## src/rtl/control_input_conditioner.sv

```systemverilog
// Front-panel control conditioner: synchronises and debounces raw KEYs and switches,
// derives press / auto-repeat strobes and the slow control tick and clock.
module control_input_conditioner #(
  parameter int unsigned DB_CYCLES    = 500000,
  parameter int unsigned TICK_DIV     = 537634,
  parameter int unsigned REPEAT_DELAY = 40,
  parameter int unsigned REPEAT_RATE  = 4
) (
  input  logic       clock,
  input  logic       resetn,
  input  logic [3:0] key_n,
  input  logic [9:0] sw,
  output logic [3:0] key_n_clean,
  output logic [9:0] sw_clean,
  output logic [3:0] key_press,
  output logic [3:0] key_repeat,
  output logic       button_tick,
  output logic       button_clock
);

  localparam int unsigned NK      = 4;
  localparam int unsigned SC_W    = $clog2(DB_CYCLES);
  localparam int unsigned TC_W    = $clog2(TICK_DIV);
  localparam int unsigned RPT_MAX = (REPEAT_DELAY > REPEAT_RATE) ? REPEAT_DELAY : REPEAT_RATE;
  localparam int unsigned CNT_W   = $clog2(RPT_MAX + 1);

  localparam logic [1:0] ST_IDLE   = 2'd0;
  localparam logic [1:0] ST_DELAY  = 2'd1;
  localparam logic [1:0] ST_REPEAT = 2'd2;

  logic [3:0]      key_s1, key_s2;
  logic [9:0]      sw_s1, sw_s2;
  logic [SC_W-1:0] sc;
  logic            sample_stb;
  logic [3:0]      key_h1, key_h0;
  logic [9:0]      sw_h1, sw_h0;
  logic [3:0]      key_agree;
  logic [9:0]      sw_agree;
  logic [TC_W-1:0] tc;
  logic [3:0]      key_prev;
  logic [3:0]      press_det;

  logic [1:0]       state     [NK];
  logic [1:0]       state_d   [NK];
  logic [CNT_W-1:0] cnt       [NK];
  logic [CNT_W-1:0] cnt_d     [NK];
  logic [CNT_W-1:0] cnt_inc   [NK];
  logic [3:0]       repeat_d;

  // Two-flop synchronisers; keys idle high, switches idle low
  always_ff @(posedge clock or negedge resetn) begin
    if (!resetn) begin
      key_s1 <= '1;
      key_s2 <= '1;
      sw_s1  <= '0;
      sw_s2  <= '0;
    end else begin
      key_s1 <= key_n;
      key_s2 <= key_s1;
      sw_s1  <= sw;
      sw_s2  <= sw_s1;
    end
  end

  assign sample_stb = (sc == SC_W'(DB_CYCLES - 1));

  always_ff @(posedge clock or negedge resetn) begin
    if (!resetn)         sc <= '0;
    else if (sample_stb) sc <= '0;
    else                 sc <= sc + SC_W'(1);
  end

  // A level is accepted only when the two previous samples agree with the current one
  assign key_agree = ~(key_h1 ^ key_h0) & ~(key_h0 ^ key_s2);
  assign sw_agree  = ~(sw_h1 ^ sw_h0) & ~(sw_h0 ^ sw_s2);

  always_ff @(posedge clock or negedge resetn) begin
    if (!resetn) begin
      key_h1      <= '1;
      key_h0      <= '1;
      key_n_clean <= '1;
      sw_h1       <= '0;
      sw_h0       <= '0;
      sw_clean    <= '0;
    end else if (sample_stb) begin
      key_n_clean <= (key_agree & key_s2) | (~key_agree & key_n_clean);
      key_h1      <= key_h0;
      key_h0      <= key_s2;
      sw_clean    <= (sw_agree & sw_s2) | (~sw_agree & sw_clean);
      sw_h1       <= sw_h0;
      sw_h0       <= sw_s2;
    end
  end

  // Control tick divider
  always_ff @(posedge clock or negedge resetn) begin
    if (!resetn) begin
      tc           <= '0;
      button_tick  <= 1'b0;
      button_clock <= 1'b1;
    end else begin
      tc           <= (tc == TC_W'(TICK_DIV - 1)) ? '0 : tc + TC_W'(1);
      button_tick  <= (tc == TC_W'(TICK_DIV - 1));
      button_clock <= (tc < TC_W'(TICK_DIV / 2));
    end
  end

  assign press_det = key_prev & ~key_n_clean;

  always_comb begin
    for (int i = 0; i < int'(NK); i++) begin
      cnt_inc[i] = cnt[i] + CNT_W'(1);
    end
  end

  // Per-key auto-repeat next state; a released key always falls back to idle silently
  always_comb begin
    repeat_d = '0;
    for (int i = 0; i < int'(NK); i++) begin
      state_d[i] = state[i];
      cnt_d[i]   = cnt[i];
    end
    for (int i = 0; i < int'(NK); i++) begin
      if (key_n_clean[i]) begin
        state_d[i] = ST_IDLE;
        cnt_d[i]   = '0;
      end else begin
        case (state[i])
          ST_IDLE: begin
            if (press_det[i]) begin
              repeat_d[i] = 1'b1;
              state_d[i]  = ST_DELAY;
              cnt_d[i]    = '0;
            end
          end
          ST_DELAY: begin
            if (button_tick) begin
              if (cnt_inc[i] == CNT_W'(REPEAT_DELAY)) begin
                repeat_d[i] = 1'b1;
                state_d[i]  = ST_REPEAT;
                cnt_d[i]    = '0;
              end else begin
                cnt_d[i] = cnt_inc[i];
              end
            end
          end
          ST_REPEAT: begin
            if (button_tick) begin
              if (cnt_inc[i] == CNT_W'(REPEAT_RATE)) begin
                repeat_d[i] = 1'b1;
                cnt_d[i]    = '0;
              end else begin
                cnt_d[i] = cnt_inc[i];
              end
            end
          end
          default: begin
            state_d[i] = ST_IDLE;
            cnt_d[i]   = '0;
          end
        endcase
      end
    end
  end

  always_ff @(posedge clock or negedge resetn) begin
    if (!resetn) begin
      key_prev   <= '1;
      key_press  <= '0;
      key_repeat <= '0;
      for (int i = 0; i < int'(NK); i++) begin
        state[i] <= ST_IDLE;
        cnt[i]   <= '0;
      end
    end else begin
      key_prev   <= key_n_clean;
      key_press  <= press_det;
      key_repeat <= repeat_d;
      for (int i = 0; i < int'(NK); i++) begin
        state[i] <= state_d[i];
        cnt[i]   <= cnt_d[i];
      end
    end
  end

endmodule

```

## config.mk

```make
export PLATFORM = sky130hd
export DESIGN_NAME = control_input_conditioner
export DESIGN_NICKNAME = d
export VERILOG_FILES = /design/src/rtl/control_input_conditioner.sv
export SDC_FILE = /design/constraint.sdc
export NUM_CORES = 1
export LEC_CHECK = 0
export ABC_AREA = 1
export BUFFER_PORTS_ARGS = -buffer_cell sky130_fd_sc_hd__buf_2
export CORE_MARGIN = 1.5
export CORE_UTILIZATION = 62
export CTS_CLUSTER_DIAMETER = 150
export DETAILED_ROUTE_END_ITERATION = 16
export PLACE_DENSITY = 0.88
export SKIP_LAST_GASP = 1
export SLEW_MARGIN = 20
export SYNTH_ARGS = -nofsm -noshare
export SYNTH_HDL_FRONTEND = slang
export SYNTH_SLANG_ARGS = --single-unit
```

## constraint.sdc

```tcl
create_clock -name clock -period 1.7 [get_ports clock]
set_input_delay 0.085 -clock clock [delete_from_list [all_inputs] [get_ports clock]]
set_output_delay 0.085 -clock clock [all_outputs]
set_load 0.05 [all_outputs]
```

* Word-level counts from Yosys, hierarchy flattened
Cells that the tools add are included.
** Cells by class
- Reductions and logical operators :: 12
- Bitwise gates (word level) :: 20
- $lt $le $gt $ge :: 1
- $add $sub $neg :: 6
- Eq/ne operators :: 38
- Mux-type cells :: 78
** Operators by type and width (count)
- 2-to-1 mux 6 bit :: 24
- one-hot mux 6 bit (3 select lines) :: 4
- != test 3 bit (second input constant) :: 16
- 2-to-1 mux 2 bit :: 16
- AND 10 bit :: 3
- NOT 10 bit :: 3
- adder 6 x 1 -> 6 bit (second input constant) :: 4
- == test 6 x 3 -> 1 bit (second input constant) :: 4
- == test 6 bit (second input constant) :: 4
- 2-to-1 mux 1 bit :: 24
- one-hot mux 2 bit (3 select lines) :: 4
- adder 20 x 1 -> 20 bit (second input constant) :: 1
- == test 20 bit (second input constant) :: 1
- less-than comparator 20 x 19 -> 1 bit (second input constant) :: 1
- 2-to-1 mux 20 bit :: 1
- XOR 10 bit :: 2
- adder 19 x 1 -> 19 bit (second input constant) :: 1
- == test 19 bit (second input constant) :: 1
- 2-to-1 mux 19 bit :: 1
- AND 4 bit :: 4
- NOT 4 bit :: 4
- AND reduction 4 bit :: 4
- one-hot mux 1 bit (3 select lines) :: 4
- AND reduction 3 bit :: 4
- 7 further kinds :: 20
** Word-level totals
- Flip-flop bits (word level) :: 155
- Output and inout port bits :: 24
- Bits of input ports :: 16

* Longest topological paths before layout
- Depth in word-level cells :: 6
- Gate-level depth with buffers :: 13

* Worst setup path before layout
OpenSTA, ideal clock, no wires.
- Kind :: reg2reg
- Start point :: register button_tick
- End point :: register cnt[14] (netlist name)
- Buffers on the path :: 1
- Data required time :: 1605 ps
- Period minus slack after synthesis :: 1624 ps
- Arrival :: 1528 ps
- Cell stages (with the launch flop) :: 8
- Setup slack :: 76 ps
- Cells stage by stage :: dfrtp_1 -> buf_2 -> nor2_1 -> inv_1 -> o21ai_2 -> nor2_1 -> nand2_1 -> o31ai_1
** Between the ends
- Cells in the longest elaborated chain, start to end :: 2
- Elaborated cells on any way between the ends :: 3
- Those cells by class :: eq/ne (2); reduce/logical (1)
** RTL lines
- start, declared :: line 17 : output logic button_tick,
- start signal, assigned :: line 103 : button_tick <= (tc == TC_W'(TICK_DIV - 1));
- != test 3 bit (no source line)
- AND reduction 3 bit (no source line) (*)
- end signal, assigned by index :: line 181 : cnt[i] <= cnt_d[i];
- end, declared :: line 45 : logic [CNT_W-1:0] cnt [NK];
Mark *: on every way between the ends. The rest lies on a longest branch, timed or not.
A chain may end at the register's enable or synchronous reset.

* Final worst setup path
- Start point :: register cnt[0] (netlist name)
- End point :: register state[0] (netlist name)
** Between the ends
- Cells in the longest elaborated chain, start to end :: 4
** RTL lines
- adder 6 x 1 -> 6 bit :: line 112 : cnt_inc[i] = cnt[i] + CNT_W'(1);
- == test 6 bit :: line 138 : if (cnt_inc[i] == CNT_W'(REPEAT_DELAY)) begin
- != test 3 bit (no source line)
- AND reduction 4 bit (no source line)
- end signal, assigned by index :: line 180 : state[i] <= state_d[i];
- end, declared :: line 43 : logic [1:0] state [NK];
No other way between the ends.

==> flow_summary_export.csv <==
group,metric,value,unit
critical_path,critPathCaptureType,"flip-flop",
place,hpwl,10800,um
clock_network,cts.sinks,155,
cells_and_area,final_util,0.759,
clock_network,path_clk_slew,60,ps
routing,route.detailed.drc,0,
critical_path,rr_worst_depth,12,
synth,ys_ff_latch,155,
floorplan,fp.dieH,116,um
synth,async_reset_ff_frac,1.00,
timing,final-hold-violation-count,0,
synth,synth.top_cell.area_share,0.410,
routing,vias_per_cell,5.50,
flow_run,maxCapViolCount,0,
grt,antenna_found_initial,0,
worst_hold_path,hold_class,"in2async",
power,powerDensity,818,mW/mm2
timing,fin_skew,13.5,ps
cells_and_area,final_common_cell,"nand2_1",
timing,slew_violations,0,
synth,ys_types,39,
routing,wl_per_cell,14.3,um
place,post_dp_cell_area,0.00841,mm2
floorplan,dieArea,0.0135,mm2
cells_and_area,seqCellArea,0.00392,mm2
timing,fmax,606,MHz
synth,synth-edff-count,0,
synth,synth.area.top_cells,"dfrtp_1 (41%), nand2_1 (11%), dfstp_2 (8.3%)",
critical_path,cp-start-kind,"flip-flop",
cells_and_area,final_nets,1091,
clock_network,cts_tree,"built",
clock_network,cts_made_buffers,17,
power,p_leak,0.00490,uW
critical_path,ff2ff_setup_slack,50,ps
critical_path,cp.arrival,1970,ps
timing,worstMarginPinSlew,591,ps
floorplan,start_util,0.631,
critical_path,cp_max_fo,4,
cells_and_area,final_area,0.00954,mm2
synth,netlist_instances,947,
critical_path,crit_type,"reg2reg",
clock_network,h-tree-depth,4,
cells_and_area,fillCellCount,771,
timing,rsz0062_at_grt,"true",
grt,grt_start_max_net_pins,60,
synth,yosys.area.top_type,"dfrtp_1",
cells_and_area,antenna_cells,0,
power,totalPowerFinal,7800,uW
synth,synth.net_count,991,
routing,vias,6771,
clock_network,clk_latency,430,ps
place,preCtsSetupSlack,-29.2,ps
floorplan,die_x,116,um
clock_network,cts_max_path_buffers,2,
routing,drtIter0Drc,640,
cells_and_area,multi_input_area,0.00358,mm2
critical_path,worst-endpoint-required,2020,ps
timing,setup_ws,49.1,ps
floorplan,io_pins,40,
timing,finalCritPeriodShare,0.971,
grt,grt_pass1_vias,6146,
outcome,status,"finished, final reports clean",
routing,first_pass_iters,6,
cells_and_area,drive_gt1_frac,0.212,
synth,syn_area,0.00793,mm2
synth,yosysSeqAreaShare,0.493,
place,portBuffers,39,
grt,grt_usage,0.259,
grt,grt_pass1_wl,27100,um
critical_path,worstReg2RegEnd,"state[0]",
timing,setup_viol,0,
critical_path,timing.rr.start,"cnt[0]",
synth,synth-main-ff-cell,"dfrtp_1",
timing,final.setup.tns,0,ps
clock_network,root_buffer,"clkbuf_16",
grt,overflow,0,
routing,ant_nets,0,
floorplan,placementRows,41,
cells_and_area,area_growth,20.4,%
floorplan,coreArea,0.0126,mm2
routing,finalWirelength,17700,um
timing,max_slew_margin,0.606,
synth,synth-warning-count,0,
power,ir_drop,841,uV
place,gp_congestion,0.951,
timing,final.min_clock_period,1650,ps
cells_and_area,mostFrequentLayoutCells,"nand2_1 (217), dfrtp_1 (126), inv_1 (120)",
synth,synth_area_per_cell,8.37,um2
==> flip-flops by register name, summed over array words and instances (netlist names), 8 cells and up, named ones only <==
name   cells
cnt       24
tc        20
sc        19
sw_h0     10
sw_h1     10
sw_s1     10
sw_s2     10
state      8
==> timing repair <==
action	in CTS	in global routing
endpoints found under the hold margin	53	0
pin swaps	0	12
gates cloned	0	1
endpoints found under the setup margin	4	80
setup buffers	0	24
resized for setup	2	56
hold buffers	15	0
==> metrics by stage <==
stage | std cells | hold WS, ps
floorplan | 947 | -211
global placement | 1160 | 104
detailed placement | 1160 | 105
CTS | 1207 | 232
global route | 1232 | 289
finish | 1232 | 213
==> routing by layer <==
metal | up-vias | part of all wire | GRT usage
met1 | 3222 | 0.41 | 0.316
met3 | 62 | 0.060 | 0.0565
li1 | 3212 | - | -
met4 | 0 | 0.032 | 0.124
met2 | 275 | 0.50 | 0.440
met5 | - | 0 | 0
==> cell families (layout without fill, tap and decap cells) <==
family	Yosys count	after routing	share of synthesized area
xor+xnor	47	47	0.0519
simple gates	483	483	0.269
flops	155	155	0.493
fa+ha+maj	28	28	0.0442
compound gates	87	87	0.0639
buf+inv	147	260	0.0770
==> worst max path at each step <==
stage / startpoint / endpoint / slack, ps / cells after the start
finish: cnt[0] / state[0] / 50 / 12
global route: cnt[1] / state[0] / -80 / 12
CTS: state[7] / cnt[22] / -50 / 11
detailed placement: state[0] / cnt[3] / -30 / 7
global placement: state[0] / cnt[2] / 40 / 7
floorplan: button_tick / cnt[14] / 80 / 7
==> cell usage after synthesis (2+ instances only) <==
| master | n |
|---|---|
| a21oi_1 | 13 |
| a21oi_2 | 13 |
| buf_2 | 4 |
| buf_4 | 2 |
| buf_6 | 6 |
| clkbuf_1 | 2 |
| dfrtp_1 | 130 |
| dfstp_2 | 25 |
| ha_1 | 28 |
| inv_1 | 125 |
| inv_2 | 7 |
| nand2_1 | 226 |
| nand2_2 | 2 |
| nand3_1 | 70 |
| nand3b_1 | 3 |
| nand4_1 | 38 |
| nor2_1 | 109 |
| nor2_2 | 8 |
| nor3_1 | 12 |
| nor3_2 | 2 |
| nor3b_1 | 3 |
| o21ai_0 | 35 |
| o21ai_1 | 18 |
| o21ai_2 | 3 |
| or2_2 | 4 |
| xnor2_1 | 5 |
| xor2_1 | 42 |
==> report_power, final <==
part	switching [uW]	internal, uW	leakage, uW
Sequential	24.3	3730	0.00199
Combinational	95.4	62.9	0.00260
Clock	1500	2380	0.000297
==> layout make-up <==
type	instances	share of cell area
clock buffer	21	0.0483
multi-input combinational	645	0.376
inverter	132	0.0519
sequential	155	0.410
timing repair buffer	96	0.0761
clock inverter	11	0.0151
tap	172	0.0226
==> critical path, stage by stage, from the launching register on <==
cell and delay (ps):
dfrtp_1 410, ha_4 180, nand2_1 60, inv_1 100, nand2_1 60, nand2_1 100
inv_1 70, nor2_1 130, nand2_2 90, nand3_2 90, nand3_1 110, nand2_1 100
nand2_1 60
Power figures use the tool's default switching activity.
